[src/rtl/fpaddpkg.sv]
// Shared constants and result layout for the FP adder datapath and its Control FSM.
package fpaddpkg;
  localparam int INDEXCARRY  = 24;
  localparam int INDEXONE    = 23;
  localparam int GRSBITS     = 3;
  localparam int FP_EXPBITS  = 8;
  localparam int FP_FRACBITS = 23;

  // Packed {sign, exponent, fraction} word as driven on Result.
  typedef struct packed {
    logic                   sign;
    logic [FP_EXPBITS-1:0]  exp;
    logic [FP_FRACBITS-1:0] frac;
  } fp_result_t;
endpackage

[src/rtl/rne_rounder.sv]
// Round-to-nearest-even of a mantissa given its guard/round/sticky bits.
module rne_rounder
  import fpaddpkg::*;
#(
  parameter int MW = 25
) (
  input  logic [MW-1:0]      i_mant,
  input  logic [GRSBITS-1:0] i_grs,
  output logic [MW-1:0]      o_mant,
  output logic               o_carry
);
  logic w_inc;

  // Round up above the halfway point, and on an exact tie only when the lsb is odd.
  assign w_inc = i_grs[2] & (i_grs[1] | i_grs[0] | i_mant[0]);

  // o_carry is the carry out of the full mantissa field (value not representable).
  assign {o_carry, o_mant} = {1'b0, i_mant} + {{MW{1'b0}}, w_inc};
endmodule

[src/rtl/normalize_round.sv]
// Post-addition normalize / round / pack stage, stepped cycle by cycle by Control.
module normalize_round
  import fpaddpkg::*;
#(
  parameter int EXPBITS      = 8,
  parameter int MANTISSABITS = 23
) (
  input  logic                              Clock,
  input  logic                              Reset,
  input  logic                              LoadSum,
  input  logic [MANTISSABITS+1:0]           SumMant,
  input  logic [GRSBITS-1:0]                SumGRS,
  input  logic [EXPBITS-1:0]                SumExp,
  input  logic                              SumSign,
  input  logic                              SREn,
  input  logic                              SLEn,
  input  logic                              NoShift,
  input  logic                              SelMuxR,
  input  logic                              FlagResult,
  input  logic [$clog2(MANTISSABITS)-1:0]   ShiftAmount,
  output logic [MANTISSABITS+1:0]           roundedMant,
  output logic [EXPBITS+MANTISSABITS:0]     Result,
  output logic                              ResultValid,
  output logic                              Overflow,
  output logic                              Underflow
);
  localparam int MW = MANTISSABITS + 2;
  localparam int EW = EXPBITS + 1;
  localparam logic [EW-1:0] EXP_MAX = {1'b0, {EXPBITS{1'b1}}};

  logic [MW-1:0]      r_mant;
  logic [GRSBITS-1:0] r_grs;
  logic [EW-1:0]      r_exp;
  logic               r_sign;
  logic [EXPBITS+MANTISSABITS:0] r_result;
  logic               r_valid, r_ovf, r_unf;

  logic [MW-1:0]      w_n_mant, w_rnd_mant;
  logic [GRSBITS-1:0] w_n_grs;
  logic [EW-1:0]      w_n_exp;
  logic               w_rnd_carry;
  logic               w_sr, w_sl, w_ns, w_round;
  logic               w_unf, w_zero, w_ovf;
  logic [EXPBITS+MANTISSABITS:0] w_packed;

  // Decode the enables with the fixed priority SR > SL > NoShift.
  assign w_round = SREn & SelMuxR;
  assign w_sr    = SREn;
  assign w_sl    = SLEn & ~SREn;
  assign w_ns    = NoShift & ~SREn & ~SLEn;

  // Normalized value N: right shift folds R|S into sticky, left shift zero-fills.
  always_comb begin
    w_n_mant = r_mant;
    w_n_grs  = r_grs;
    w_n_exp  = r_exp;
    if (w_sr) begin
      w_n_mant = r_mant >> 1;
      w_n_grs  = {r_mant[0], r_grs[2], r_grs[1] | r_grs[0]};
      w_n_exp  = r_exp + 1'b1;
    end else if (w_sl) begin
      {w_n_mant, w_n_grs} = {r_mant, r_grs} << ShiftAmount;
      w_n_exp  = r_exp - EW'(ShiftAmount);
    end
  end

  rne_rounder #(.MW(MW)) u_rnd (
    .i_mant  (w_n_mant),
    .i_grs   (w_n_grs),
    .o_mant  (w_rnd_mant),
    .o_carry (w_rnd_carry)
  );

  // Combinational so Control sees the carry into the top bit in the same cycle.
  assign roundedMant = w_rnd_mant;

  // Left shift past the smallest normal exponent; exactly-zero result after NoShift.
  assign w_unf  = w_sl & (r_exp <= EW'(ShiftAmount));
  assign w_zero = w_ns & (r_mant == '0) & (r_grs == '0);
  // A rounding carry out of the whole field cannot be represented either.
  assign w_ovf  = ~w_unf & ~w_zero & ((w_n_exp >= EXP_MAX) | w_rnd_carry);

  // Final word, with underflow flushing to zero and overflow saturating to infinity.
  always_comb begin
    w_packed = {r_sign, r_exp[EXPBITS-1:0], r_mant[MANTISSABITS-1:0]};
    if (r_unf)      w_packed = {r_sign, {EXPBITS{1'b0}}, {MANTISSABITS{1'b0}}};
    else if (r_ovf) w_packed = {r_sign, {EXPBITS{1'b1}}, {MANTISSABITS{1'b0}}};
  end

  // Working registers and sticky status, updated by the highest-priority command.
  always_ff @(posedge Clock or posedge Reset) begin
    if (Reset) begin
      r_mant <= '0;
      r_grs  <= '0;
      r_exp  <= '0;
      r_sign <= 1'b0;
      r_ovf  <= 1'b0;
      r_unf  <= 1'b0;
    end else if (LoadSum) begin
      r_mant <= SumMant;
      r_grs  <= SumGRS;
      r_exp  <= {1'b0, SumExp};
      r_sign <= SumSign;
      r_ovf  <= 1'b0;
      r_unf  <= 1'b0;
    end else if (w_round) begin
      // Mantissa was just rounded, so the bit shifted out here is always zero.
      r_mant <= r_mant >> 1;
      r_exp  <= w_n_exp;
      if (w_n_exp >= EXP_MAX) r_ovf <= 1'b1;
    end else if (w_sr | w_sl | w_ns) begin
      r_mant <= w_rnd_mant;
      r_grs  <= '0;
      r_exp  <= (w_unf | w_zero) ? '0 : w_n_exp;
      if (w_unf) r_unf <= 1'b1;
      if (w_ovf) r_ovf <= 1'b1;
    end
  end

  // Output word: captured on FlagResult, invalidated by a new LoadSum.
  always_ff @(posedge Clock or posedge Reset) begin
    if (Reset) begin
      r_result <= '0;
      r_valid  <= 1'b0;
    end else if (LoadSum) begin
      r_valid  <= 1'b0;
    end else if (FlagResult) begin
      r_result <= w_packed;
      r_valid  <= 1'b1;
    end
  end

  assign Result      = r_result;
  assign ResultValid = r_valid;
  assign Overflow    = r_ovf;
  assign Underflow   = r_unf;
endmodule
[config.mk]
export PLATFORM = sky130hd
export DESIGN_NAME = normalize_round
export DESIGN_NICKNAME = d
export VERILOG_FILES = /design/src/rtl/fpaddpkg.sv /design/src/rtl/rne_rounder.sv /design/src/rtl/normalize_round.sv
export SDC_FILE = /design/constraint.sdc
export NUM_CORES = 1
export LEC_CHECK = 0
export CELL_PAD_IN_SITES_DETAIL_PLACEMENT = 0
export CELL_PAD_IN_SITES_GLOBAL_PLACEMENT = 1
export CORE_UTILIZATION = 25
export DETAILED_ROUTE_END_ITERATION = 16
export PLACE_DENSITY = 0.63
export SETUP_SLACK_MARGIN = 0.15
export SLEW_MARGIN = 20
export SYNTH_ARGS = -nofsm -noshare
export SYNTH_HDL_FRONTEND = slang
export SYNTH_SLANG_ARGS = --single-unit
[constraint.sdc]
create_clock -name Clock -period 15 [get_ports Clock]
set_clock_uncertainty 0.1 [all_clocks]
set_input_delay 3 -clock Clock [delete_from_list [all_inputs] [get_ports Clock]]
set_output_delay 3 -clock Clock [all_outputs]
set_load 0.005 [all_outputs]
# Word level (Yosys, flattened, before mapping)
# Cells that the tools add are included.
# Widths: inputs -> output; s select.
# classes
n_addsub	3
n_lt_le_gt_ge	2
eq_ne	2
n_shift	1
muxes	29
bitwise_logic	22
n_reduce_logical	11
# ops
cell	count
$mux 25	5
$mux 31	2
$mux 9	6
$shl 28x5->28	1
$add 25x1->26	1
$logic_not 25->1	1
$mux 3	5
$mux 1	11
$and 1x1->1	10
$add 9x1->9 const B	1
$ge 9x8->1 const B	1
$le 9x5->1	1
$sub 9x5->9	1
$or 1x1->1	7
$reduce_and 3->1	2
$reduce_bool 2->1	3
$reduce_bool 3->1	2
$not 1->1	5
$reduce_and 2->1	2
$logic_not 3->1	1
$ne 3x2->1 const B	1
$ne 2x2->1 const B	1
# totals
register_bits	73
output_inout_bits	60
word_cells	78

# Logic depth before layout (Yosys ltp)
# Gate-level depths: netlist of run 1.
# logic_depth
ltp_word	14
ltp_mapped	18
depth_no_buf	14

# By module
# A second synthesis of run 1 with hierarchy kept.
# unflattened
cells_unflattened	771
hier_area_um2	6063.3
# by_module_without_submodules
mod	instances	cells_per_inst	area_per_inst_um2	seq_area_each_um2
normalize_round	1	699	5554.1	1826.8
rne_rounder	1	72	509.2	0.0

# Worst setup path before layout of run 1
# Ideal clock, no wire load.
# synth_timing
path_kind	input -> output
startpoint	in SREn
endpoint	out roundedMant[24]
arrival_time_ns	6.927
slack_ns	4.973
path_stages	17
path_buffers	7
cell_sequence	buf_2 > buf_1 > buf_1 > buf_1 > clkbuf_1 > buf_1 > a211oi_1 > o21ai_0 > o221a_2 > ha_1 > ha_1 > nor4b_1 > nand2_1 > or3_1 > buf_2 > o31a_1 > or2_1
# synth_via
elab_chain_cells	8
word_cells_on_any_way	10
cone_classes	1 x add/sub; 4 x mux; 5 x bitwise
# synth_lines
item	line_no	rtl
start, declared	normalize_round.sv:15	input logic SREn,
$not 1->1	normalize_round.sv:49	assign w_sl = SLEn & ~SREn;
$and 1x1->1	normalize_round.sv:49	
$mux 3	normalize_round.sv:61	end else if (w_sl) begin
$mux 3	normalize_round.sv:57	if (w_sr) begin
$or 1x1->1 (2 in a row)	rne_rounder.sv:15	assign w_inc = i_grs[2] & (i_grs[1] | i_grs[0] | i_mant[0]);
$and 1x1->1	rne_rounder.sv:15	
$add 25x1->26 *	rne_rounder.sv:18	assign {o_carry, o_mant} = {1'b0, i_mant} + {{MW{1'b0}}, w_inc};
end, declared	normalize_round.sv:21	output logic [MANTISSABITS+1:0] roundedMant,
# Mark *: on every way between the ends. The rest lies on a longest branch, timed or not.

# Final worst setup path of run 1
# layout_timing
startpoint	in SLEn
endpoint	out roundedMant[22]
# layout_via
elab_chain_cells	7
word_cells_on_any_way	9
cone_classes	1 x add/sub; 4 x mux; 4 x bitwise
# layout_lines
item	line_no	rtl
start, declared	normalize_round.sv:16	input logic SLEn,
$and 1x1->1 *	normalize_round.sv:49	
$mux 3	normalize_round.sv:61	
$mux 3	normalize_round.sv:57	
$or 1x1->1 (2 in a row)	rne_rounder.sv:15	
$and 1x1->1	rne_rounder.sv:15	
$add 25x1->26 *	rne_rounder.sv:18	
# Marked as above.

==> results_dict.tcl, run 1 <==
set metrics [dict create \
    rsz0062_at_grt "no" \
    ant_nets 0 \
    die_w_um 167 \
    r2r_cells 14 \
    stdcell_area_um2 8270 \
    finalHoldViolations 0 \
    vdd_drop_max_v 0.0000805 \
    period_share_pct 76.1 \
    fill_cells 2864 \
    fin_tns_setup_ns 0 \
    p_per_area_nw_per_um2 94.4 \
    dieArea_um2 27900 \
    min_path_cells 2 \
    gp_congestion 0.918 \
    min_period_ns 11.42 \
    leakage_nw 3.25 \
    syn_nets 867 \
    cts_tree "done" \
    syn_to_final_growth_pct 21.3 \
    worstMarginPinSlew_ns 0.966 \
    drt_wl_total_um 25700 \
    grtUsageTotal_pct 18.3 \
    synth_cells 808 \
    grt_pass1_vias 6490 \
    first_iter_violations 554 \
    rr_startpoint "r_mant[0]" \
    required_ns 11.90 \
    grt_max_degree 77 \
    post_cts_buffers 0 \
    numCtsBuffers 9 \
    reg2reg_slack_ns 10.63 \
    clock_latency_ns 0.34 \
    vias_per_cell 5.55 \
    clk_pin_slew_ns 0.06 \
    cts-resized-gates 0 \
    cp_max_fo 25 \
    fin_ws_ns 3.58 \
    n_antenna_cell 0 \
    syn-cell-area_um2 6820 \
    via_count 6639 \
    dpl.hpwl_um 18700 \
    root_buffer "clkbuf_16" \
    holdCritStartpoint "Result[23]" \
    initial_utilization_pct 25.4 \
    holdPathEnd "Result[23]" \
    grt_pass1_wl_um 39700 \
    finalSetupViolCount 0 \
    io_buffers 109 \
    row_count 60 \
    drive_gt1_share_pct 10.8 \
    grt-ovfl-total 0 \
    cp-end-kind "output port" \
    nets 910 \
    ioPinCount 110 \
    synth_warnings 0 \
    syn_avg_cell_area_um2 8.44 \
    ys_seq_area_share_pct 26.8 \
    ys.flop_type "dfrtp_1" \
    critPathLaunchType "input port" \
    wire_per_inst_um 21.5 \
    placed_area_um2 7980 \
    worstReg2RegEnd "r_mant[22]" \
    finalCoreUtilization_pct 30.8 \
    synth_enable_flop_cells 0 \
    dp_slack_ns 3.62 \
    clk_path_buf_depth 2 \
    slew_viol_final 0 \
    fmax_mhz 87.6 \
    cts_hold_buf 0 \
    synth-seq-cells 73 \
    core_um2 26900 \
    crit_path_start "SLEn" \
    drv_cap 0 \
    ys_async_sr_fraction_pct 100 \
    crit_type "input port to output port" \
    cp.arrival_ns 8.32 \
    drtPass1Iterations 5 \
    yosysUniqueCellTypes 81 \
    cts.sinks 73 \
    slew_headroom_pct 35.6 \
    die_h_um 167 \
    status "finished clean" \
    antenna_found_initial 0 \
    drcViolationCount 0 \
    htreeDepth 3 \
    hold_class "flip-flop to flip-flop" \
]
## Yosys cell counts, types with 12 or more instances
library cell	count	area [µm²]
mux2i_1	40	400
nor2b_1	13	81.3
inv_1	15	56.3
xor2_1	14	123
mux2_2	16	180
clkbuf_1	49	184
nand3_1	12	60.1
a22o_1	23	201
nor3_1	15	75.1
nand2_1	96	360
nor2_1	74	278
o31ai_1	14	105
buf_2	18	90.1
a21oi_1	61	305
nor4_1	12	75.1
dfrtp_1	73	1830
o21ai_0	40	200
nand2b_1	13	81.3
mux4_2	21	473
## layout make-up
class                      count  area [µm²]  share of cell area [%]
sequential                    73        1830                    22.1
tap                          341         427                    5.16
inverter                      15        56.3                   0.681
clock inverter                 6        67.6                   0.817
clock buffer                   9         225                    2.72
timing repair buffer         122        1170                    14.1
multi-input combinational    630        4500                    54.4
## power by group
group	switching [mW]	total (mW)	internal (mW)	leakage (nW)
logic	0.138	0.282	0.144	2.20
registers	0.0553	0.280	0.224	0.907
clock network	0.0909	0.219	0.129	0.138
## cells in the final DEF (no fill, tap or decap), drive strengths merged, types with 23 or more instances in the layout
cell type | Yosys | routed
a21oi | 61 | 61
a22o | 23 | 23
clkdlybuf4s50 | 0 | 105
dfrtp | 73 | 73
mux2i | 40 | 40
mux4 | 24 | 24
nand2 | 96 | 96
nor2 | 74 | 74
o21ai | 41 | 41
## registers in the layout, summed over array words and instances, names as in the netlist
signal,flops
r_exp,9
Overflow,1
Underflow,1
r_mant,25
ResultValid,1
r_sign,1
Result,32
r_grs,3
## cells by family (layout without fill, tap and decap cells)
logic type / after synthesis / after routing / synth area share, %
buf+inv: 105 / 152 / 7.38
flops: 73 / 73 / 26.8
compound gates: 214 / 214 / 21.3
xor+xnor: 26 / 26 / 3.56
mux: 81 / 81 / 16.8
fa+ha+maj: 9 / 9 / 1.76
simple gates: 300 / 300 / 22.4
## per-stage QoR
step                      hold WS, ns  power, mW  std cells
after floorplan                 0.373      0.432        808
after global placement          0.378      0.563       1181
after detailed placement        0.373      0.563       1181
after CTS                       0.390      0.785       1196
after global routing            0.407      0.819       1196
final                           0.391      0.781       1196
## routing by layer
metal,vias up,wire [µm],GRT usage (%)
met5,-,0,0
met4,0,422,3.86
met3,30,1720,3.57
met2,252,12000,29.9
met1,3313,11600,24.9
li1,3044,-,-
## critical path: stages
cell and delay (ns):
clkdlybuf4s50_1 0.82, buf_4 0.37, or3b_2 0.55, nor3_1 0.20
a21oi_1 0.06, o21ai_0 0.24, o221a_2 0.23, ha_1 0.20
ha_1 0.19, nor4b_1 0.51, nand2_1 0.29, or3_1 0.53
nor3_2 0.17, xor2_1 0.35, clkdlybuf4s50_1 0.58
## how the worst max path moves through the flow
stage	to	slack (ns)
2_1_floorplan	roundedMant[24]	4.97
3_3_place_gp	roundedMant[22]	3.70
3_5_place_dp	roundedMant[22]	3.62
4_1_cts	roundedMant[22]	3.58
5_1_grt	roundedMant[22]	3.28
6_report	roundedMant[22]	3.58
Power figures use the tool's default switching activity.
==> inputs of run 2 (changes only) <==
Clock period 15 ns to 11.05 ns, I/O delays scaled along.
==> run 2 against run 1 <==
  * Core utilization barely moved
  * Largest cell class unchanged
  * Cell area barely moved
  * Combinational power rose by 37%
  * Sequential cell count did not move
  * Largest power group unchanged
  * Critical endpoint unchanged
  * Sequential power rose by 35%
  * Worst setup slack got worse by 2.3 ns
  * Highest routed layer unchanged
  * Critical path depth fell by 1
  * Hold slack improved by 0.0031 ns
  * First-iteration DRC count rose by 1.1%
  * Via count fell by 0.33%
==> results_dict.tcl, run 2 (synthesized netlist as in run 1, its figures left out) <==
set metrics [dict create \
    clk_pin_slew_ns 0.07 \
    root_buffer "clkbuf_16" \
    rsz0062_at_grt "no" \
    wire_per_inst_um 21.9 \
    cp.arrival_ns 7.50 \
    cp-end-kind "output port" \
    drv_cap 0 \
    total_power_mw 1.05 \
    grt_pass1_wl_um 40400 \
    syn_to_final_growth_pct 21.2 \
    status "finished clean" \
    ioPinCount 110 \
    drcViolationCount 0 \
    finalHoldViolations 0 \
    vdd_drop_max_v 0.0000837 \
    leakage_nw 3.24 \
    n_antenna_cell 0 \
    core_um2 26900 \
    cts_tree "done" \
    dieArea_um2 27900 \
    holdPathEnd "Result[29]" \
    slew_headroom_pct 36.4 \
    via_count 6617 \
    min_path_cells 2 \
    worstMarginPinSlew_ns 0.955 \
    clk_path_buf_depth 2 \
    numCtsBuffers 9 \
    dp_slack_ns 1.30 \
    fin_tns_setup_ns 0 \
    critPathLaunchType "input port" \
    worstReg2RegEnd "r_mant[22]" \
    dpl.hpwl_um 19200 \
    htreeDepth 3 \
    post_cts_buffers 0 \
    nets 910 \
    period_share_pct 88.8 \
    required_ns 8.74 \
    die_w_um 167 \
    row_count 60 \
    grt_pass1_vias 6536 \
    layout_commonest_cell "clkdlybuf4s50_1" \
    p_per_area_nw_per_um2 127 \
    hold_class "flip-flop to flip-flop" \
    ant_nets 0 \
    gp_congestion 0.923 \
    cp_max_fo 13 \
    cts.sinks 73 \
    antenna_found_initial 0 \
    clock_latency_ns 0.33 \
    min_period_ns 9.81 \
    slew_viol_final 0 \
    largest_reg_flops 32 \
    cts-resized-gates 0 \
    grt_max_degree 77 \
    drive_gt1_share_pct 10.9 \
    r2r_cells 14 \
    die_h_um 167 \
    grtUsageTotal_pct 18.7 \
    holdCritStartpoint "Result[29]" \
    rr_startpoint "r_grs[1]" \
    finalSetupViolCount 0 \
    io_buffers 109 \
    vias_per_cell 5.53 \
    reg2reg_slack_ns 6.71 \
    crit_type "input port to output port" \
    drt_wl_total_um 26200 \
    cts_hold_buf 0 \
    first_iter_violations 560 \
    drtPass1Iterations 5 \
    initial_utilization_pct 25.4 \
    fmax_mhz 102 \
    mostFrequentLayoutCells "clkdlybuf4s50_1, nand2_1, nor2_1, dfrtp_1, a21oi_1" \
    grt-ovfl-total 0 \
    fin_ws_ns 1.24 \
]
[run 2: cell count changes in the layout (fill, tap and decap cells not counted), sizes merged]
cell,before,now
bufinv,1,0
clkbuf,9,10
clkinv,2,1
clkinvlp,2,3
inv,16,17
[run 2: power breakdown]
| group | total (mW) | switching [mW] | internal (mW) | leakage, nW |
|---|---|---|---|---|
| combinational | 0.385 | 0.190 | 0.195 | 2.20 |
| clock | 0.286 | 0.125 | 0.160 | 0.132 |
| sequential | 0.378 | 0.0739 | 0.305 | 0.907 |
[run 2: routing by layer]
| layer | global-route usage (%) | vias to the layer above | wire length (µm) |
|---|---|---|---|
| met2 | 30.1 | 252 | 12100 |
| met5 | 0 | - | 0 |
| li1 | - | 3052 | - |
| met3 | 3.00 | 33 | 1670 |
| met4 | 4.03 | 0 | 442 |
| met1 | 26.1 | 3280 | 12000 |
[run 2: worst max path at each step]
stage	startpoint	end	slack [ns]
6_report	SLEn	roundedMant[22]	1.24
3_5_place_dp	SLEn	roundedMant[22]	1.30
5_1_grt	SLEn	roundedMant[22]	0.78
3_3_place_gp	SLEn	roundedMant[22]	1.47
4_1_cts	SLEn	roundedMant[22]	1.27
2_1_floorplan	SREn	roundedMant[24]	2.60
[run 2: area by class of cell]
class | count | area [µm²]
clock buffer | 10 | 239
clock inverter | 6 | 48.8
fill | 2871 | 18600
inverter | 15 | 56.3
multi-input combinational | 630 | 4500
sequential | 73 | 1830
tap | 341 | 427
timing repair buffer | 122 | 1170
[run 2: worst max-delay path, cell delays in order]
cell	delay, ns
clkdlybuf4s50_1	0.82
nor3b_1	0.70
nand2_1	0.30
a211o_1	0.36
o21ai_0	0.09
o221a_2	0.21
ha_1	0.20
ha_1	0.19
nor4b_1	0.54
nand2_1	0.29
or3_1	0.52
nor3_2	0.19
xor2_1	0.32
clkdlybuf4s50_1	0.57
[run 2: metrics by stage]
step | hold slack (ns) | instance area, µm² | std cells | utilization (%)
5_1_grt | 0.424 | 8260 | 1197 | 30.7
3_3_place_gp | 0.375 | 7980 | 1181 | 29.7
4_1_cts | 0.395 | 8260 | 1197 | 30.7
2_1_floorplan | 0.373 | 6820 | 808 | -
3_5_place_dp | 0.373 | 7980 | 1181 | 29.7
6_report | 0.394 | 8260 | 1197 | 30.7
